===== src/rtl/hci_bank_arbiter_if.sv =====
// Requester-side and bank-side signal bundle of one TCDM bank arbiter.
// The slave modport is the arbiter's view; master is the surrounding interconnect/bank.
interface hci_bank_arbiter_if #(
  parameter int unsigned N  = 6,
  parameter int unsigned AW = 12,
  parameter int unsigned DW = 32
);
  logic [N-1:0]              in_req_i;
  logic [N-1:0][AW-1:0]      in_add_i;
  logic [N-1:0]              in_wen_i;
  logic [N-1:0][DW-1:0]      in_data_i;
  logic [N-1:0][DW/8-1:0]    in_be_i;
  logic [N-1:0]              in_gnt_o;
  logic [N-1:0]              in_r_valid_o;
  logic [DW-1:0]             in_r_data_o;

  logic                      mem_req_o;
  logic [AW-1:0]             mem_add_o;
  logic                      mem_wen_o;
  logic [DW-1:0]             mem_data_o;
  logic [DW/8-1:0]           mem_be_o;
  logic                      mem_gnt_i;
  logic [DW-1:0]             mem_r_data_i;

  modport slave (
    input  in_req_i, in_add_i, in_wen_i, in_data_i, in_be_i,
    output in_gnt_o, in_r_valid_o, in_r_data_o,
    output mem_req_o, mem_add_o, mem_wen_o, mem_data_o, mem_be_o,
    input  mem_gnt_i, mem_r_data_i
  );

  modport master (
    output in_req_i, in_add_i, in_wen_i, in_data_i, in_be_i,
    input  in_gnt_o, in_r_valid_o, in_r_data_o,
    input  mem_req_o, mem_add_o, mem_wen_o, mem_data_o, mem_be_o,
    output mem_gnt_i, mem_r_data_i
  );
endinterface


===== src/rtl/hci_bank_arbiter.sv =====
// Per-bank arbiter sharing one SRAM port between CH0 (core) and CH1 (accelerator) requesters,
// with runtime-selectable flat round-robin or CH1-priority with a CH0 starvation guard.
module hci_bank_arbiter #(
  parameter int unsigned N_CH0     = 4,
  parameter int unsigned N_CH1     = 2,
  parameter int unsigned AW        = 12,
  parameter int unsigned DW        = 32,
  parameter int unsigned MAX_STALL = 8,
  parameter int unsigned N         = N_CH0 + N_CH1
) (
  input  logic              clk_i,
  input  logic              rst_ni,
  input  logic              arb_policy_i,
  hci_bank_arbiter_if.slave bus
);

  localparam int unsigned IW  = (N > 1)     ? $clog2(N)     : 1;
  localparam int unsigned P0W = (N_CH0 > 1) ? $clog2(N_CH0) : 1;
  localparam int unsigned P1W = (N_CH1 > 1) ? $clog2(N_CH1) : 1;
  localparam int unsigned SW  = $clog2(MAX_STALL + 1);

  logic [IW-1:0]  rr_q, rr_d;
  logic [P0W-1:0] ptr0_q, ptr0_d;
  logic [P1W-1:0] ptr1_q, ptr1_d;
  logic [SW-1:0]  stall_q, stall_d;
  logic           resp_valid_q, resp_valid_d;
  logic [IW-1:0]  resp_idx_q, resp_idx_d;

  logic [IW-1:0]  win_rr, win0, win1, win;
  logic [P0W-1:0] win0_rel;
  logic [P1W-1:0] win1_rel;
  logic           hit_rr, any0, any1, any_req, accept, sel1, acc_ch0;

  // Round-robin searches: flat over all N, and within each group from its own pointer
  always_comb begin : rr_search
    int unsigned j;
    j        = 0;
    win_rr   = '0;
    win0_rel = '0;
    win1_rel = '0;
    hit_rr   = 1'b0;
    any0     = 1'b0;
    any1     = 1'b0;
    for (int unsigned k = 0; k < N; k++) begin
      j = 32'(rr_q) + k;
      if (j >= N) j = j - N;
      if (!hit_rr && bus.in_req_i[IW'(j)]) begin
        hit_rr = 1'b1;
        win_rr = IW'(j);
      end
    end
    for (int unsigned k = 0; k < N_CH0; k++) begin
      j = 32'(ptr0_q) + k;
      if (j >= N_CH0) j = j - N_CH0;
      if (!any0 && bus.in_req_i[IW'(j)]) begin
        any0     = 1'b1;
        win0_rel = P0W'(j);
      end
    end
    for (int unsigned k = 0; k < N_CH1; k++) begin
      j = 32'(ptr1_q) + k;
      if (j >= N_CH1) j = j - N_CH1;
      if (!any1 && bus.in_req_i[IW'(N_CH0 + j)]) begin
        any1     = 1'b1;
        win1_rel = P1W'(j);
      end
    end
  end

  // Winner selection; a saturated stall counter overrides CH1 priority
  always_comb begin : winner_sel
    win0    = IW'(32'(win0_rel));
    win1    = IW'(N_CH0 + 32'(win1_rel));
    any_req = |bus.in_req_i;
    accept  = any_req & bus.mem_gnt_i;
    sel1    = arb_policy_i & any1 & ~(any0 & (stall_q == SW'(MAX_STALL)));
    win     = arb_policy_i ? (sel1 ? win1 : win0) : win_rr;
    acc_ch0 = accept & arb_policy_i & ~sel1;
  end

  // Bank-side mux, grants and response fan-out
  always_comb begin : bank_mux
    bus.mem_req_o    = any_req;
    bus.mem_add_o    = '0;
    bus.mem_wen_o    = 1'b1;
    bus.mem_data_o   = '0;
    bus.mem_be_o     = '0;
    bus.in_gnt_o     = '0;
    bus.in_r_valid_o = '0;
    bus.in_r_data_o  = bus.mem_r_data_i;
    if (any_req) begin
      bus.mem_add_o  = bus.in_add_i[win];
      bus.mem_wen_o  = bus.in_wen_i[win];
      bus.mem_data_o = bus.in_data_i[win];
      bus.mem_be_o   = bus.in_be_i[win];
    end
    if (accept) bus.in_gnt_o[win] = 1'b1;
    if (resp_valid_q) bus.in_r_valid_o[resp_idx_q] = 1'b1;
  end

  // Next-state: pointers and stall counter only move on a granted bank cycle
  always_comb begin : next_state
    rr_d         = rr_q;
    ptr0_d       = ptr0_q;
    ptr1_d       = ptr1_q;
    stall_d      = stall_q;
    resp_valid_d = accept;
    resp_idx_d   = accept ? win : resp_idx_q;

    if (accept) begin
      if (!arb_policy_i) begin
        rr_d = (win_rr == IW'(N - 1)) ? '0 : win_rr + IW'(1);
      end else if (sel1) begin
        ptr1_d = (win1_rel == P1W'(N_CH1 - 1)) ? '0 : win1_rel + P1W'(1);
      end else begin
        ptr0_d = (win0_rel == P0W'(N_CH0 - 1)) ? '0 : win0_rel + P0W'(1);
      end
    end

    if (!arb_policy_i) begin
      stall_d = '0;
    end else if (bus.mem_gnt_i) begin
      if (!any0 || acc_ch0) stall_d = '0;
      else if (stall_q != SW'(MAX_STALL)) stall_d = stall_q + SW'(1);
    end
  end

  always_ff @(posedge clk_i or negedge rst_ni) begin : state_reg
    if (!rst_ni) begin
      rr_q         <= '0;
      ptr0_q       <= '0;
      ptr1_q       <= '0;
      stall_q      <= '0;
      resp_valid_q <= 1'b0;
      resp_idx_q   <= '0;
    end else begin
      rr_q         <= rr_d;
      ptr0_q       <= ptr0_d;
      ptr1_q       <= ptr1_d;
      stall_q      <= stall_d;
      resp_valid_q <= resp_valid_d;
      resp_idx_q   <= resp_idx_d;
    end
  end

endmodule


===== src/flat_wrapper.sv =====
// flat-port wrapper written by rule: the top's interface ports become plain ports
module hci_bank_arbiter_flat 
#(
  parameter int unsigned N_CH0     = 4,
  parameter int unsigned N_CH1     = 2,
  parameter int unsigned AW        = 12,
  parameter int unsigned DW        = 32,
  parameter int unsigned MAX_STALL = 8,
  parameter int unsigned N         = N_CH0 + N_CH1
)
  (clk_i, rst_ni, arb_policy_i, bus_in_req_i, bus_in_add_i, bus_in_wen_i, bus_in_data_i, bus_in_be_i, bus_in_gnt_o, bus_in_r_valid_o, bus_in_r_data_o, bus_mem_req_o, bus_mem_add_o, bus_mem_wen_o, bus_mem_data_o, bus_mem_be_o, bus_mem_gnt_i, bus_mem_r_data_i);
  hci_bank_arbiter_if #(.N(N), .AW(AW), .DW(DW)) bus_i ();
  input  logic clk_i;
  input  logic rst_ni;
  input  logic arb_policy_i;
  input wire logic [$bits(bus_i.in_req_i)-1:0] bus_in_req_i;
  input wire logic [$bits(bus_i.in_add_i)-1:0] bus_in_add_i;
  input wire logic [$bits(bus_i.in_wen_i)-1:0] bus_in_wen_i;
  input wire logic [$bits(bus_i.in_data_i)-1:0] bus_in_data_i;
  input wire logic [$bits(bus_i.in_be_i)-1:0] bus_in_be_i;
  output wire logic [$bits(bus_i.in_gnt_o)-1:0] bus_in_gnt_o;
  output wire logic [$bits(bus_i.in_r_valid_o)-1:0] bus_in_r_valid_o;
  output wire logic [$bits(bus_i.in_r_data_o)-1:0] bus_in_r_data_o;
  output wire logic [$bits(bus_i.mem_req_o)-1:0] bus_mem_req_o;
  output wire logic [$bits(bus_i.mem_add_o)-1:0] bus_mem_add_o;
  output wire logic [$bits(bus_i.mem_wen_o)-1:0] bus_mem_wen_o;
  output wire logic [$bits(bus_i.mem_data_o)-1:0] bus_mem_data_o;
  output wire logic [$bits(bus_i.mem_be_o)-1:0] bus_mem_be_o;
  input wire logic [$bits(bus_i.mem_gnt_i)-1:0] bus_mem_gnt_i;
  input wire logic [$bits(bus_i.mem_r_data_i)-1:0] bus_mem_r_data_i;
  assign bus_i.in_req_i = bus_in_req_i;
  assign bus_i.in_add_i = bus_in_add_i;
  assign bus_i.in_wen_i = bus_in_wen_i;
  assign bus_i.in_data_i = bus_in_data_i;
  assign bus_i.in_be_i = bus_in_be_i;
  assign bus_in_gnt_o = bus_i.in_gnt_o;
  assign bus_in_r_valid_o = bus_i.in_r_valid_o;
  assign bus_in_r_data_o = bus_i.in_r_data_o;
  assign bus_mem_req_o = bus_i.mem_req_o;
  assign bus_mem_add_o = bus_i.mem_add_o;
  assign bus_mem_wen_o = bus_i.mem_wen_o;
  assign bus_mem_data_o = bus_i.mem_data_o;
  assign bus_mem_be_o = bus_i.mem_be_o;
  assign bus_i.mem_gnt_i = bus_mem_gnt_i;
  assign bus_i.mem_r_data_i = bus_mem_r_data_i;
  hci_bank_arbiter #(.N_CH0(N_CH0), .N_CH1(N_CH1), .AW(AW), .DW(DW), .MAX_STALL(MAX_STALL), .N(N)) u_core (.clk_i(clk_i), .rst_ni(rst_ni), .arb_policy_i(arb_policy_i), .bus(bus_i));
endmodule

===== config.mk =====
export PLATFORM = sky130hd
export DESIGN_NAME = hci_bank_arbiter_flat
export DESIGN_NICKNAME = d
export VERILOG_FILES = /design/src/rtl/hci_bank_arbiter_if.sv /design/src/rtl/hci_bank_arbiter.sv /design/src/flat_wrapper.sv
export SDC_FILE = /design/constraint.sdc
export NUM_CORES = 1
export LEC_CHECK = 0
export ABC_AREA = 1
export BUFFER_PORTS_ARGS = -buffer_cell sky130_fd_sc_hd__buf_4
export CORE_AREA = 5 5 166 168
export DETAILED_ROUTE_END_ITERATION = 12
export DIE_AREA = 0 0 171 173
export GPL_TIMING_DRIVEN = 0
export PLACE_DENSITY = 0.54
export SYNTH_ARGS = -nofsm -noshare
export SYNTH_HDL_FRONTEND = slang
export SYNTH_SLANG_ARGS = --single-unit

===== constraint.sdc =====
create_clock -name clk_i -period 9.8 [get_ports clk_i]
set_clock_uncertainty 0.1 [all_clocks]
set_input_delay 1.47 -clock clk_i [delete_from_list [all_inputs] [get_ports clk_i]]
set_output_delay 1.47 -clock clk_i [all_outputs]
set_load 0.1 [all_outputs]

==> out/metrics.cfg, run 1 <==
[finish]
final_common_cell = nand2_1
mostFrequentLayoutCells = 495 x nand2_1, 435 x buf_4, 133 x inv_1
multi_input_area_sq_um = 4365
drive_above_1_share = 0.3291
area.growth.synth_to_final_pct = 58.45
final_util = 0.3671
stdcell_area_sq_um = 9457
nNetsFinal = 1939
antennaDiodeCount = 0
regArea_sq_um = 350.3
num-fill-cells = 2960

[clock_tree]
cts_resized = 0
clk-insertion-delay-late_ns = 0.24
cts-root-buf = clkbuf_16
cts_tree = yes
htreeDepth = 1
ctsHoldBuffers = 0
cts_buffers = 3
cts_setup_buffers = 0
path_clk_slew_ns = 0.05
clock-sinks = 14
cts.path.max_buffers = 2

[drt]
drtPass1Iterations = 5
drtIter0Drc = 491
vias_per_cell = 4.490
routed_wl_microns = 32780
num_vias = 8652
drc = 0
detail-route-antenna-nets = 0
avgRoutedWirePerCell_microns = 17.01

[logic_synthesis]
syn-cell-area_sq_um = 5968
synth.top_cell.area_share = 0.3113
synthArstFlopShare = 1.000
synth_cell_types = 37
synth-seq-cells = 14
synth_edf_count = 0
yosysTopAreaCell = nand2_1
synthTopCellsByArea = nand2_1 31%, nand3b_1 12%, nand3_1 10%
yosysSeqAreaShare = 0.05870
synth.avg_cell_area_sq_um = 5.011
ys_warn_count = 0
ys.flop_type = dfrtp_1
netlist_instances = 1191
syn-num-nets = 1537

[hold_path]
min_path_type = reg -> reg
hold_depth = 2

[setup_path]
rr_worst_depth = 22
critPathCaptureType = output pin
crit_arrival_ns = 4.50
cp_max_fo = 10
cp_data_required_time_ns = 8.23
cp-start-kind = primary input
worstSetupPathType = in -> out

[die]
dieHeight_microns = 173
start_util = 0.2317
rows = 59
fp.dieArea_sq_um = 29580
num_io_pins = 430
dieWidth_microns = 171
coreArea_sq_um = 25760

[placement]
place_area_sq_um = 9368
port_buffers = 397
place.gp.congestion = 0.9576
hpwl_microns = 27970
pre_cts_ws_ns = 3.667

[job]
maxCapViolCount = 0

[timing]
hold_viol = 0
max-slew-margin-rel = 0.5943
fmax_mhz = 164.8
finalWorstSetupSlack_ns = 3.732
finalCritPeriodShare = 0.6192
finalMaxSlewViolations = 0
tns_ns = 0
period_needed_ns = 6.068
finalSetupViolCount = 0
worstMarginPinSlew_ns = 0.6086
rsz0062_at_grt = false

[status]
outcome = complete, no violations

[grt]
grt_antenna_before_repair = 0
grt-ovfl-total = 0
grt_max_degree = 15
grt_pass1_vias = 8469
grt_usage = 0.2077
grt_pass1_wl_microns = 48920

==> kinds of logic after synthesis <==
group,count (synthesis),synth area share
simple gates,816,0.6205
buf+inv,254,0.2099
compound gates,92,0.08260
flops,14,0.05870
fa+ha+maj,10,0.02096
xor+xnor,5,0.007339
==> sequential cells by signal, summed over array words and instances, names as in the netlist <==
signal               flops
u_core.resp_idx_q        3
u_core.ptr0_q            2
u_core.rr_q              3
u_core.resp_valid_q      1
u_core.ptr1_q            1
u_core.stall_q           4
==> per-stage QoR <==
stage	hold slack, ns	cells
6_report	0.4211	1927
5_1_grt	0.4531	1927
3_5_place_dp	0.4177	1923
3_3_place_gp	0.4075	1923
2_1_floorplan	0.3949	1191
4_1_cts	0.4284	1927
==> worst max-delay path, stage by stage <==
cell and delay (ns):
buf_4 0.12, o21ai_0 0.43, nand3b_1 0.20, nand2_1 0.13, inv_2 0.12, nand3_2 0.14, inv_2 0.07, nand2_1 0.08
inv_2 0.07, nand2_1 0.04, nand2_1 0.08, nand2_1 0.09, nand3_1 0.09, nand2_2 0.11, inv_2 0.14, clkbuf_1 0.49
a21oi_1 0.08, nor2_1 0.20, buf_4 0.34
==> cell usage after synthesis (3+ instances only) <==
library cell / count
nand3b_1: 99
inv_1: 133
a21oi_1: 57
nand2_2: 5
nand3_1: 122
inv_2: 13
dfrtp_1: 14
buf_6: 14
nand3_2: 3
buf_4: 38
nor2_1: 70
nand4_1: 10
xor2_1: 3
o21ai_0: 17
buf_1: 4
nand2_1: 495
o21ai_1: 8
ha_1: 10
clkbuf_1: 11
buf_2: 41
==> final timing paths <==
check | from | end | slack [ns]
worst min register to register | u_core.ptr1_q$_DFFE_PN0P_ | u_core.ptr1_q$_DFFE_PN0P_ | 0.42
worst max register to register | u_core.rr_q[0]$_DFFE_PN0P_ | u_core.resp_idx_q[0]$_DFFE_PN0P_ | 6.18
max in group asynchronous | rst_ni | u_core.stall_q[2]$_DFFE_PN0P_ | 8.45
min in group asynchronous | rst_ni | u_core.ptr0_q[1]$_DFFE_PN0P_ | 0.97
worst max-delay path | bus_in_req_i[2] | bus_mem_add_o[11] | 3.73
worst min-delay path | u_core.ptr1_q$_DFFE_PN0P_ | u_core.ptr1_q$_DFFE_PN0P_ | 0.42
==> layer usage <==
metal / vias to the layer above / GRT usage / share of wire
met1: 3842 / 0.2637 / 0.42
li1: 4484 / - / -
met2: 310 / 0.3795 / 0.51
met4: 0 / 0.02245 / 0.0081
met3: 16 / 0.03219 / 0.068
met5: - / 0 / 0
==> cell type report <==
class / count / area share
plain buffers: 108 / 0.07449
clock buffers: 4 / 0.009394
inverters: 146 / 0.05795
multi-input cells: 923 / 0.4616
flip-flops and latches: 14 / 0.03705
well taps: 335 / 0.04432
repair buffers: 397 / 0.3152
Power of run 1 is left out: the tool's default activity adds up to more than one toggle a clock period on the data nets, which glitch-free logic cannot reach.
==> run 2: changes to the inputs <==
- CORE_AREA: 5 5 166 168 -> 5 5 165 167
- DIE_AREA: 0 0 171 173 -> 0 0 170 172
- clock period: 9.8 -> 5.8 ns (I/O delays scaled with it)
==> out/metrics.cfg, run 2 (synthesized netlist as in run 1, its figures left out) <==
[status]
outcome = complete, no violations

[finish]
num-fill-cells = 2979
nNetsFinal = 1939
regMostFlops = u_core.stall_q
fin_cells = 1927
final_util = 0.3692
final_common_cell = nand2_1
drive_above_1_share = 0.3291
area.growth.synth_to_final_pct = 58.45
reg_top3 = u_core.stall_q (4), u_core.resp_idx_q (3), u_core.rr_q (3)
antennaDiodeCount = 0
mostFrequentLayoutCells = 495 x nand2_1, 435 x buf_4, 133 x inv_1
largest_reg_flops = 4

[timing]
finalCritPeriodShare = 0.9117
worstMarginPinSlew_ns = 0.6511
period_needed_ns = 5.288
fmax_mhz = 189.1
finalSetupViolCount = 0
finalWorstSetupSlack_ns = 0.5119
rsz0062_at_grt = false
finalMaxSlewViolations = 0
hold_viol = 0
max-slew-margin-rel = 0.5622
tns_ns = 0

[grt]
grt_usage = 0.2046
grt_pass1_vias = 8424
grt_max_degree = 15
grt-ovfl-total = 0
grt_antenna_before_repair = 0
grt_pass1_wl_microns = 47470

[die]
coreArea_sq_um = 25620
rows = 59
fp.dieArea_sq_um = 29240
dieHeight_microns = 172
start_util = 0.2330
dieWidth_microns = 170
num_io_pins = 430

[drt]
num_vias = 8672
drc = 0
vias_per_cell = 4.500
avgRoutedWirePerCell_microns = 16.92
dr_wl_met2_microns = 16360
routed.top_layer = met4
wl_met3_microns = 2044
wl_met1_microns = 13680
detail-route-antenna-nets = 0
drtIter0Drc = 494
routed_wl_microns = 32600
drtPass1Iterations = 5

[clock_tree]
cts_resized = 0
cts_setup_buffers = 0
cts_tree = yes
clock-sinks = 14
path_clk_slew_ns = 0.05
htreeDepth = 1
ctsHoldBuffers = 0
clk-insertion-delay-late_ns = 0.25
cts.path.max_buffers = 2
cts_buffers = 3
cts-root-buf = clkbuf_16

[setup_path]
worst_path_largest_cell_delay_ns = 0.49
worstSetupPathType = reg -> out
cp-start-kind = flip-flop
reg2reg_to = u_core.resp_idx_q[0]$_DFFE_PN0P_
reg2reg_slack_ns = 2.25
critPathCaptureType = output pin
cp_data_required_time_ns = 4.83
crit_chain = buf_6 -> buf_6 -> inv_1 -> ha_1 -> or2_1 -> nand2_1 -> nand2_1 -> nand2_1 -> nand2_1 -> or2_0 -> a21boi_1 -> nor2_1 -> nand2_2 -> nand2_1 -> inv_1 -> nand2_1 -> nand3_1 -> nand2_2 -> inv_2 -> clkbuf_1 -> a21oi_1 -> nor2_1 -> buf_4
cp_slowest_cell = clkbuf_1
crit_arrival_ns = 4.32
r2r_start = u_core.rr_q[0]$_DFFE_PN0P_
cp_max_fo = 10
worst_path_most_repeated_cell = nand2_1
rr_worst_depth = 21

[hold_path]
min_path_type = in -> async

[placement]
pre_cts_ws_ns = 0.7888
port_buffers = 397
dp.cells = 1923
hpwl_microns = 27530
place.gp.congestion = 0.9108

[job]
maxCapViolCount = 0

## run 2: cell counts in the layout (fill, tap and decap cells not counted)
No cell type changed its count.
## run 2: stage by stage
stage / hold WS (ns) / area, sq um
final: 0.3728 / 9457
after global routing: 0.3801 / 9457
after CTS: 0.3751 / 9457
after detailed placement: 0.4191 / 9368
after global placement: 0.4098 / 9368
after floorplan: 0.3949 / 5968
## run 2: critical path, delay by kind of cell (launching register included)
family | cells | cell delay (ns)
AOI/OAI and AO/OA | 2 | 0.23
buffers and inverters | 7 | 1.49
and+or+nand+nor | 13 | 1.59
adders and majority gates | 1 | 0.34
DFF | 1 | 0.40
## run 2: cell type report
class | instances | area, sq um | share of cell area
Buffer | 108 | 704.4 | 0.07449
Clock buffer | 4 | 88.84 | 0.009394
Inverter | 146 | 548.0 | 0.05795
Multi-Input combinational cell | 923 | 4365 | 0.4616
Sequential cell | 14 | 350.3 | 0.03705
Tap cell | 335 | 419.2 | 0.04432
Timing Repair Buffer | 397 | 2980 | 0.3152
## run 2: layer usage
| layer | global-route usage | vias up |
|---|---|---|
| li1 | - | 4497 |
| met1 | 0.2624 | 3842 |
| met2 | 0.3720 | 305 |
| met3 | 0.02972 | 28 |
| met4 | 0.03090 | 0 |
| met5 | 0 | - |
## run 2: worst max path at each step
| stage | end | startpoint | cells after the start |
|---|---|---|---|
| after floorplan | bus_mem_data_o[26] | u_core.rr_q[0]$_DFFE_PN0P_ | 23 |
| after global placement | bus_mem_data_o[4] | u_core.rr_q[0]$_DFFE_PN0P_ | 23 |
| after global routing | bus_mem_data_o[4] | u_core.rr_q[0]$_DFFE_PN0P_ | 24 |
| final | bus_mem_data_o[4] | u_core.rr_q[0]$_DFFE_PN0P_ | 23 |
| after detailed placement | bus_mem_data_o[4] | u_core.rr_q[0]$_DFFE_PN0P_ | 23 |
| after CTS | bus_mem_data_o[4] | u_core.rr_q[0]$_DFFE_PN0P_ | 23 |
Power of run 2 is left out for the same reason.
